[config.mk]
export PLATFORM = sky130hd
export DESIGN_NAME = lr35902_oam_dma_flat
export DESIGN_NICKNAME = d
export VERILOG_FILES = /design/src/rtl/lr35902_oam_dma_pkg.sv /design/src/rtl/lr35902_oam_dma_if.sv /design/src/rtl/lr35902_oam_dma.sv /design/src/flat_wrapper.sv
export SDC_FILE = /design/constraint.sdc
export NUM_CORES = 1
export LEC_CHECK = 0
export CORE_MARGIN = 10
export CORE_UTILIZATION = 30
export CTS_CLUSTER_SIZE = 25
export DETAILED_ROUTE_END_ITERATION = 8
export PLACE_DENSITY = 0.54
export RECOVER_POWER = 50
export SYNTH_ARGS = -nofsm -noshare
export SYNTH_HDL_FRONTEND = slang
export SYNTH_SLANG_ARGS = --single-unit
export TNS_END_PERCENT = 5
[constraint.sdc]
create_clock -name clk -period 2.6 [get_ports clk]
set_input_delay 0.52 -clock clk [delete_from_list [all_inputs] [get_ports clk]]
set_output_delay 0.52 -clock clk [all_outputs]
set_load 0.01 [all_outputs]
[src/rtl/lr35902_oam_dma_pkg.sv]
// lr35902_oam_dma_pkg
//   Shared definitions for the FF46 OAM DMA engine: default transfer
//   geometry, the engine state encoding and the source-page mapping helper.
package lr35902_oam_dma_pkg;

  localparam int OAM_BYTES_DEF       = 160;
  localparam int CYCLES_PER_BYTE_DEF = 4;
  localparam int START_DELAY_DEF     = 4;

  typedef enum logic [1:0] {
    ST_IDLE  = 2'd0,
    ST_START = 2'd1,
    ST_XFER  = 2'd2
  } dma_state_e;

  // Pages E0..FF alias the work-RAM echo region, so they are folded down by
  // 0x20 to reach the real RAM behind them.
  function automatic logic [7:0] dma_src_page(input logic [7:0] h);
    logic [7:0] page;
    if (h >= 8'hE0) begin
      page = h - 8'h20;
    end else begin
      page = h;
    end
    return page;
  endfunction

endpackage

[src/rtl/lr35902_oam_dma_if.sv]
// lr35902_oam_dma_if
//   Bus bundle of the OAM DMA engine.
//   CPU side : din (write data), dout (FF46 readback), read, write strobes.
//   DMA read : adr_rd, rd out of the engine; data_in returned by the memory map.
//   OAM write: adr_wr, wr, data_out out of the engine.
//   active   : engine owns the OAM/VRAM/external buses.
//   master = system side (CPU + memory map), slave = DMA engine.
interface lr35902_oam_dma_if;
  logic [7:0]  din;
  logic [7:0]  dout;
  logic        read;
  logic        write;
  logic [15:0] adr_rd;
  logic        rd;
  logic [7:0]  data_in;
  logic [7:0]  adr_wr;
  logic        wr;
  logic [7:0]  data_out;
  logic        active;

  modport master (
    output din, read, write, data_in,
    input  dout, adr_rd, rd, adr_wr, wr, data_out, active
  );

  modport slave (
    input  din, read, write, data_in,
    output dout, adr_rd, rd, adr_wr, wr, data_out, active
  );
endinterface

[src/rtl/lr35902_oam_dma.sv]
// lr35902_oam_dma
//   OAM DMA engine behind FF46. A CPU write of H copies OAM_BYTES bytes from
//   {page(H), 00..} into OAM 00... Each byte takes CYCLES_PER_BYTE clocks:
//   read strobe for all but the last, OAM write strobe on the last.
//   Ports: clk, reset (async, active-high), bus (lr35902_oam_dma_if.slave).
//   All bus outputs are registered.
module lr35902_oam_dma
  import lr35902_oam_dma_pkg::*;
#(
  parameter int CYCLES_PER_BYTE = CYCLES_PER_BYTE_DEF,
  parameter int START_DELAY     = START_DELAY_DEF,
  parameter int OAM_BYTES       = OAM_BYTES_DEF
) (
  input logic              clk,
  input logic              reset,
  lr35902_oam_dma_if.slave bus
);

  // One down-counter serves both the start delay and the per-byte phase.
  localparam int CNT_MAX = (CYCLES_PER_BYTE > START_DELAY) ? CYCLES_PER_BYTE : START_DELAY;
  localparam int CNT_W   = $clog2(CNT_MAX);
  localparam logic [CNT_W-1:0] CNT_START = CNT_W'(START_DELAY - 1);
  localparam logic [CNT_W-1:0] CNT_BYTE  = CNT_W'(CYCLES_PER_BYTE - 1);
  localparam logic [CNT_W-1:0] CNT_ZERO  = CNT_W'(0);
  localparam logic [CNT_W-1:0] CNT_ONE   = CNT_W'(1);
  localparam logic [7:0]       IDX_LAST  = 8'(OAM_BYTES - 1);

  dma_state_e       state_q, state_d;
  logic [CNT_W-1:0] cnt_q, cnt_d;
  logic [7:0]       idx_q, idx_d;
  logic [7:0]       src_q, src_d;
  logic [7:0]       data_q, data_d;
  logic [7:0]       dout_q, dout_d;
  logic [15:0]      adr_rd_q, adr_rd_d;
  logic [7:0]       adr_wr_q, adr_wr_d;
  logic             rd_q, rd_d;
  logic             wr_q, wr_d;
  logic             active_q, active_d;
  logic             xfer_d;
  logic             unused_read_s;

  // The CPU read strobe is not needed: readback is a plain register.
  assign unused_read_s = bus.read;

  // Next state, counters, source page and read-data capture.
  always_comb begin
    state_d = state_q;
    cnt_d   = cnt_q;
    idx_d   = idx_q;
    src_d   = src_q;
    data_d  = data_q;
    if (bus.write) begin
      // A write in any state (re)starts; an in-flight byte is dropped.
      state_d = ST_START;
      cnt_d   = CNT_START;
      src_d   = dma_src_page(bus.din);
    end else begin
      case (state_q)
        ST_IDLE: begin
          state_d = ST_IDLE;
        end
        ST_START: begin
          if (cnt_q == CNT_ZERO) begin
            state_d = ST_XFER;
            idx_d   = 8'd0;
            cnt_d   = CNT_BYTE;
          end else begin
            cnt_d = cnt_q - CNT_ONE;
          end
        end
        ST_XFER: begin
          if (cnt_q == CNT_ZERO) begin
            // Write phase of this byte is ending.
            if (idx_q == IDX_LAST) begin
              state_d = ST_IDLE;
            end else begin
              idx_d = idx_q + 8'd1;
              cnt_d = CNT_BYTE;
            end
          end else begin
            cnt_d = cnt_q - CNT_ONE;
            // Last read phase: the memory map presents the byte now.
            if (cnt_q == CNT_ONE) begin
              data_d = bus.data_in;
            end else begin
              data_d = data_q;
            end
          end
        end
        default: begin
          state_d = ST_IDLE;
        end
      endcase
    end
  end

  // Registered bus outputs derived from the next state.
  always_comb begin
    xfer_d = (state_d == ST_XFER);
    if (xfer_d) begin
      rd_d     = (cnt_d != CNT_ZERO);
      wr_d     = (cnt_d == CNT_ZERO);
      adr_rd_d = {src_d, idx_d};
      adr_wr_d = idx_d;
    end else begin
      rd_d     = 1'b0;
      wr_d     = 1'b0;
      adr_rd_d = adr_rd_q;
      adr_wr_d = adr_wr_q;
    end
    // START only keeps the bus if it was already owned (restart case).
    active_d = xfer_d | ((state_d == ST_START) & active_q);
    if (bus.write) begin
      dout_d = bus.din;
    end else begin
      dout_d = dout_q;
    end
  end

  // State and output registers.
  always_ff @(posedge clk or posedge reset) begin
    if (reset) begin
      state_q  <= ST_IDLE;
      cnt_q    <= CNT_ZERO;
      idx_q    <= 8'd0;
      src_q    <= 8'd0;
      data_q   <= 8'd0;
      dout_q   <= 8'hFF;
      adr_rd_q <= 16'd0;
      adr_wr_q <= 8'd0;
      rd_q     <= 1'b0;
      wr_q     <= 1'b0;
      active_q <= 1'b0;
    end else begin
      state_q  <= state_d;
      cnt_q    <= cnt_d;
      idx_q    <= idx_d;
      src_q    <= src_d;
      data_q   <= data_d;
      dout_q   <= dout_d;
      adr_rd_q <= adr_rd_d;
      adr_wr_q <= adr_wr_d;
      rd_q     <= rd_d;
      wr_q     <= wr_d;
      active_q <= active_d;
    end
  end

  assign bus.dout     = dout_q;
  assign bus.adr_rd   = adr_rd_q;
  assign bus.rd       = rd_q;
  assign bus.adr_wr   = adr_wr_q;
  assign bus.wr       = wr_q;
  assign bus.data_out = data_q;
  assign bus.active   = active_q;

endmodule

[src/flat_wrapper.sv]
// flat-port wrapper written by rule: the top's interface ports become plain ports
module lr35902_oam_dma_flat import lr35902_oam_dma_pkg::*;
#(
  parameter int CYCLES_PER_BYTE = CYCLES_PER_BYTE_DEF,
  parameter int START_DELAY     = START_DELAY_DEF,
  parameter int OAM_BYTES       = OAM_BYTES_DEF
)
  (clk, reset, bus_din, bus_read, bus_write, bus_data_in, bus_dout, bus_adr_rd, bus_rd, bus_adr_wr, bus_wr, bus_data_out, bus_active);
  lr35902_oam_dma_if bus_i ();
  input logic clk;
  input logic reset;
  input wire logic [$bits(bus_i.din)-1:0] bus_din;
  input wire logic [$bits(bus_i.read)-1:0] bus_read;
  input wire logic [$bits(bus_i.write)-1:0] bus_write;
  input wire logic [$bits(bus_i.data_in)-1:0] bus_data_in;
  output wire logic [$bits(bus_i.dout)-1:0] bus_dout;
  output wire logic [$bits(bus_i.adr_rd)-1:0] bus_adr_rd;
  output wire logic [$bits(bus_i.rd)-1:0] bus_rd;
  output wire logic [$bits(bus_i.adr_wr)-1:0] bus_adr_wr;
  output wire logic [$bits(bus_i.wr)-1:0] bus_wr;
  output wire logic [$bits(bus_i.data_out)-1:0] bus_data_out;
  output wire logic [$bits(bus_i.active)-1:0] bus_active;
  assign bus_i.din = bus_din;
  assign bus_i.read = bus_read;
  assign bus_i.write = bus_write;
  assign bus_i.data_in = bus_data_in;
  assign bus_dout = bus_i.dout;
  assign bus_adr_rd = bus_i.adr_rd;
  assign bus_rd = bus_i.rd;
  assign bus_adr_wr = bus_i.adr_wr;
  assign bus_wr = bus_i.wr;
  assign bus_data_out = bus_i.data_out;
  assign bus_active = bus_i.active;
  lr35902_oam_dma #(.CYCLES_PER_BYTE(CYCLES_PER_BYTE), .START_DELAY(START_DELAY), .OAM_BYTES(OAM_BYTES)) u_core (.clk(clk), .reset(reset), .bus(bus_i));
endmodule
==> results.json, run 1 <==
{
  "critical_path.top_delay_family": "simple AND/OR/NAND/NOR gates",
  "tightest_slew_ns": 0.903,
  "coreArea_um2": 8640,
  "max_freq_ghz": 0.422,
  "worstPathRequired_ns": 2.79,
  "synth_warnings": 0,
  "root_buffer": "clkbuf_8",
  "finalPower_uw": 1970,
  "antenna-diode-count": 0,
  "path_clk_slew_ns": 0.10,
  "status": "finished, final reports clean",
  "antenna_found_initial": 0,
  "clock-sinks": 55,
  "drt_iter0_markers": 42,
  "layout_common_cells": "clkdlybuf4s50_1, dfrtp_1, inv_1",
  "synth-async-reset-ratio": 1.00,
  "worst-setup-path-type": "reg -> reg",
  "nets": 313,
  "p_clk_frac": 0.292,
  "grt_max_degree": 33,
  "yosys_register_bits": 55,
  "grt_pass1_wl_um": 10000,
  "cts_max_path_buffers": 2,
  "post_cts_resized": 0,
  "antenna_left": 0,
  "pin_count": 63,
  "wl_per_cell_um": 14.7,
  "std_cell_rows": 34,
  "maxSlewViolCount": 0,
  "slowest_stage": "and4_4",
  "power.internal_uw": 1470,
  "ctsHoldBuffers": 0,
  "port_buffers": 61,
  "worstPathArrival_ns": 2.56,
  "fin_worst_skew_ns": 0.00840,
  "num_vias": 1872,
  "finalSetupTns_ns": 0,
  "place_congestion": 0.812,
  "p_switching_uw": 504,
  "netSwitchingFraction": 0.256,
  "synth_area_leaders": "dfrtp_1, mux2_1, dfstp_2",
  "fin_area_um2": 3430,
  "leakage_uw": 0.00152,
  "peakVddDrop_mv": 0.337,
  "area_growth_pct": 30.3,
  "worst-path-buf-inv": 1,
  "start_util": 0.304,
  "post-route-min-period_ns": 2.37,
  "cp.depth": 6,
  "synth_cells": 229,
  "wl_um": 5820,
  "path_cells": "inv_1 -> ha_1 -> or2_1 -> a21oi_1 -> and4_4 -> mux2_1",
  "post_cts_buffers": 0,
  "first_pass_iters": 5,
  "hold_viol": 0,
  "dp_hpwl_um": 4410,
  "synth_cell_types": 49,
  "fillCellCount": 851,
  "synth_edf_count": 0,
  "seq_area_frac_synth": 0.527,
  "post-route-drc-count": 0,
  "start_kind": "register",
  "avgSynthCellArea_um2": 11.5,
  "grtUsageTotal": 0.0928,
  "drive_gt1_frac": 0.122,
  "dieHeight_um": 114,
  "cts_tree": "done",
  "cts_buffers": 5,
  "setup_viol": 0,
  "synth_top_area_share": 0.447,
  "clkLatencyLatePin_ns": 0.31,
  "timing.final.crit_share": 0.911,
  "synthesis.area_um2": 2630,
  "synth.net_count": 256,
  "end_kind": "register",
  "power_density_nw_per_um2": 575,
  "placed_area_um2": 3340,
  "worst_path_largest_cell_delay_ns": 0.47,
  "synth_top_cell_by_area": "dfrtp_1",
  "cap_violations": 0,
  "via_per_inst": 4.74,
  "worstPathMaxFanout": 18,
  "h-tree-depth": 2,
  "pwr-share-seq": 0.502,
  "grt_setup_unrepaired": "no",
  "grt_pass1_vias": 1995,
  "utilization": 0.397,
  "hold_depth": 2,
  "final_common_cell": "clkdlybuf4s50_1",
  "maxSlewHeadroom": 0.397,
  "die_w_um": 114,
  "grt.overflow.total": 0,
  "synth_flop_cell": "dfrtp_1",
  "dieArea_um2": 12900,
  "reg2regPathDepth": 6,
  "p_comb_frac": 0.206,
  "hp-class": "reg -> reg"
}
## cell families after synthesis
family	after synthesis	share of synthesized area
buffers and inverters	42	0.0785
AOI/OAI and AO/OA	46	0.116
muxes	28	0.129
and+or+nand+nor	51	0.115
adders and majority gates	7	0.0333
DFF	55	0.527
## final timing paths
| kind | startpoint | end | slack [ns] |
|---|---|---|---|
| setup / recovery | u_core.state_q[0]$_DFF_PP0_ | u_core.bus.adr_wr[0]$_DFFE_PP0N_ | 0.23 |
| hold / removal | u_core.bus.dout[2]$_DFFE_PP1P_ | u_core.bus.dout[2]$_DFFE_PP1P_ | 0.46 |
| setup reg to reg | u_core.state_q[0]$_DFF_PP0_ | u_core.bus.adr_wr[0]$_DFFE_PP0N_ | 0.23 |
| hold reg to reg | u_core.bus.dout[2]$_DFFE_PP1P_ | u_core.bus.dout[2]$_DFFE_PP1P_ | 0.46 |
| max in group asynchronous | reset | u_core.idx_q[1]$_DFF_PP0_ | 0.50 |
| min in group asynchronous | reset | u_core.bus.adr_rd[11]$_DFFE_PP0N_ | 0.83 |
## tightest hold or removal path, cell delays in order, from the launching register on
cell	delay, ns
dfstp_2	0.38
inv_1	0.04
o21ai_1	0.05
## synth_stat cells (4+ instances only)
| library cell | number |
|---|---|
| nand2_1 | 11 |
| dfstp_2 | 8 |
| o21ai_0 | 6 |
| mux2_1 | 19 |
| mux2_4 | 7 |
| nand3_1 | 7 |
| inv_1 | 22 |
| nor2_1 | 4 |
| clkbuf_1 | 7 |
| a31oi_1 | 6 |
| o21ai_1 | 10 |
| dfrtp_1 | 47 |
| nand4_1 | 5 |
| ha_1 | 7 |
| buf_4 | 8 |
## registers in the layout, indices dropped and copies added, names as in the netlist, 2 cells and up
register and cells:
u_core.bus.adr_rd 9, u_core.bus.data_out 8, u_core.bus.dout 8, u_core.idx_q 8
u_core.src_q 8, u_core.bus.adr_wr 7, u_core.cnt_q 2, u_core.state_q 2
## stage by stage
stage                     worst slack (ns)  hold WS [ns]  cells
final                                0.231         0.463    395
after global routing                0.0738         0.496    395
after CTS                            0.210         0.468    395
after detailed placement             0.164         0.452    387
after global placement               0.184         0.448    387
after floorplan                      0.267         0.464    229
## cell type report
cell class                      instances  area, µm²  area share
Sequential cell                        55       1390       0.405
Multi-Input combinational cell        132       1040       0.304
Timing Repair Buffer                   70        668       0.195
Tap cell                              108        135      0.0394
Inverter                               22       82.6      0.0241
Clock buffer                            6       72.6      0.0212
Clock inverter                          2       38.8      0.0113
## power groups by stage
| stage | registers (µW) | clock network, µW | logic, µW |
|---|---|---|---|
| finish | 989 | 574 | 406 |
| global route | 1000 | 635 | 451 |
| CTS | 991 | 601 | 426 |
| detailed placement | 1010 | 0 | 426 |
| global placement | 1000 | 0 | 419 |
| floorplan | 1030 | 0 | 186 |
## metal layers
layer | vias to the layer above | GRT usage | part of all wire
met5 | - | 0 | 0
met4 | 0 | 0.0330 | 0.017
met3 | 8 | 0.0241 | 0.040
met2 | 38 | 0.158 | 0.51
met1 | 912 | 0.110 | 0.43
li1 | 914 | - | -
No activity file was read; power rests on OpenSTA's default activity.
==> run 2, diff against run 1 <==
--- a/config.mk
+++ b/config.mk
@@ -5,6 +5,7 @@
 export SDC_FILE = /design/constraint.sdc
 export NUM_CORES = 1
 export LEC_CHECK = 0
+export CAP_MARGIN = 20
 export CORE_MARGIN = 10
 export CORE_UTILIZATION = 30
 export CTS_CLUSTER_SIZE = 25
==> results of run 2 <==
No change in the layout: final DEF, timing and power equal those of run 1.
==> run 3, diff against run 2 <==
--- a/config.mk
+++ b/config.mk
@@ -12,6 +12,8 @@
 export DETAILED_ROUTE_END_ITERATION = 8
 export PLACE_DENSITY = 0.54
 export RECOVER_POWER = 50
+export REMOVE_ABC_BUFFERS = 1
+export SKIP_LAST_GASP = 1
 export SYNTH_ARGS = -nofsm -noshare
 export SYNTH_HDL_FRONTEND = slang
 export SYNTH_SLANG_ARGS = --single-unit
==> run 3 against run 2 <==
Compared with the run above:
- sequential share of layout area decreased by 0.15 points
- fmax rose by 0.70%
- die area is the same
- critical path type is now in -> reg
- sequential cell count unchanged
- utilization is 0.14 points higher
- register-to-register slack better by 0.09 ns
- highest routed layer unchanged
- cell area is 0.37% higher
- sequential power is essentially flat
- critical endpoint is now u_core.bus.adr_rd[14]$_DFFE_PP0N_
- routed wire length up 0.14%
- clock power is 5.9% higher
==> results.json, run 3 (synthesis results as in run 1) <==
{
  "std_cell_rows": 34,
  "post_cts_resized": 0,
  "worst_path_largest_cell_delay_ns": 0.72,
  "fin_area_um2": 3440,
  "layout_common_cells": "clkdlybuf4s50_1, dfrtp_1, inv_1",
  "cts_tree": "done",
  "area_growth_pct": 30.8,
  "wl_um": 5830,
  "path_cells": "dlygate4sd3_1 -> clkbuf_1 -> mux2_1 -> mux2_1",
  "place_congestion": 0.799,
  "finalSetupTns_ns": 0,
  "worstPathRequired_ns": 2.81,
  "path_clk_slew_ns": 0.10,
  "multi_input_area_um2": 1040,
  "dieHeight_um": 114,
  "dieArea_um2": 12900,
  "coreArea_um2": 8640,
  "timing.final.crit_share": 0.905,
  "power_density_nw_per_um2": 582,
  "root_buffer": "clkbuf_8",
  "worstPathMaxFanout": 23,
  "start_util": 0.304,
  "setup_viol": 0,
  "status": "finished, final reports clean",
  "num_vias": 1878,
  "hp-class": "reg -> reg",
  "cts_buffers": 5,
  "antenna-diode-count": 0,
  "slowest_stage": "clkbuf_1",
  "routed.top_layer": "met4",
  "drt_iter0_markers": 65,
  "cp_common_cell": "mux2_1",
  "post-route-drc-count": 0,
  "grt_setup_unrepaired": "no",
  "drive_gt1_frac": 0.122,
  "placed_area_um2": 3340,
  "first_pass_iters": 4,
  "nets": 314,
  "r2r-start": "u_core.state_q[0]$_DFF_PP0_",
  "start_kind": "input port",
  "final_common_cell": "clkdlybuf4s50_1",
  "clock-sinks": 55,
  "wl_met2_um": 2620,
  "critical_path.top_delay_family": "buffers and inverters",
  "hold_viol": 0,
  "post_cts_buffers": 0,
  "crit_path_start": "bus_write",
  "peakVddDrop_mv": 0.284,
  "pin_count": 63,
  "via_per_inst": 4.74,
  "fin_worst_skew_ns": 0.00891,
  "maxSlewViolCount": 0,
  "maxSlewHeadroom": 0.0992,
  "dp_hpwl_um": 4120,
  "wl_met1_um": 2570,
  "largest_reg_flops": 9,
  "grt_pass1_vias": 1973,
  "grtUsageTotal": 0.0918,
  "leakage_uw": 0.00153,
  "clkLatencyLatePin_ns": 0.31,
  "grt_pass1_wl_um": 9890,
  "min_from": "u_core.bus.dout[0]$_DFFE_PP1P_",
  "worstPathArrival_ns": 2.56,
  "wl_per_cell_um": 14.7,
  "grt.overflow.total": 0,
  "finalPower_uw": 2000,
  "cap_violations": 0,
  "grt_max_degree": 56,
  "die_w_um": 114,
  "cts_max_path_buffers": 2,
  "tightest_slew_ns": 1.35,
  "post-route-min-period_ns": 2.35,
  "port_buffers": 61,
  "wl_met3_um": 575,
  "regArea_um2": 1390,
  "fillCellCount": 871,
  "worst-setup-path-type": "in -> reg",
  "antenna_found_initial": 0,
  "h-tree-depth": 2,
  "worst-path-buf-inv": 2,
  "end_kind": "register",
  "max_freq_ghz": 0.425,
  "antenna_left": 0,
  "ctsHoldBuffers": 0
}
run 3: cell type report:
type,count,share of cell area
Sequential cell,55,0.403
Multi-Input combinational cell,132,0.302
Timing Repair Buffer,71,0.197
Tap cell,108,0.0393
Clock buffer,6,0.0240
Inverter,22,0.0240
Clock inverter,2,0.0113
run 3: worst reg2reg max path, cell delays in order, from the launching register on:
cell     delay (ns)
dfrtp_1        0.42
inv_1          0.06
ha_1           0.41
or2_1          0.27
a21oi_1        0.18
and4_4         0.47
mux2_1         0.37
run 3: power breakdown:
part / switching (µW) / internal (µW)
Combinational: 174 / 232
Sequential: 46.4 / 942
Clock: 291 / 317
Total: 511 / 1490
run 3: worst paths after layout:
path / end / slack, ns / cells past startpoint
setup / recovery: u_core.bus.adr_rd[14]$_DFFE_PP0N_ / 0.25 / 4
hold / removal: u_core.bus.dout[0]$_DFFE_PP1P_ / 0.46 / 2
setup reg to reg: u_core.bus.adr_wr[0]$_DFFE_PP0N_ / 0.32 / 6
hold reg to reg: u_core.bus.dout[0]$_DFFE_PP1P_ / 0.46 / 2
max in group asynchronous: u_core.bus.adr_wr[1]$_DFFE_PP0N_ / 0.70 / 3
min in group asynchronous: u_core.bus.adr_rd[8]$_DFFE_PP0N_ / 1.10 / 3
run 3: per-stage QoR:
step | setup WS (ns) | std cells | hold slack [ns] | utilization
2_1_floorplan | 0.314 | 209 | 0.464 | -
3_3_place_gp | 0.191 | 388 | 0.447 | 0.387
3_5_place_dp | 0.184 | 388 | 0.450 | 0.387
4_1_cts | 0.292 | 396 | 0.469 | 0.401
5_1_grt | 0.117 | 396 | 0.482 | 0.398
6_report | 0.248 | 396 | 0.465 | 0.398
run 3: layer usage:
layer  track usage  up-vias
met5             0        -
met4        0.0254        0
met3        0.0409        6
met2         0.142       52
met1         0.113      893
li1              -      927
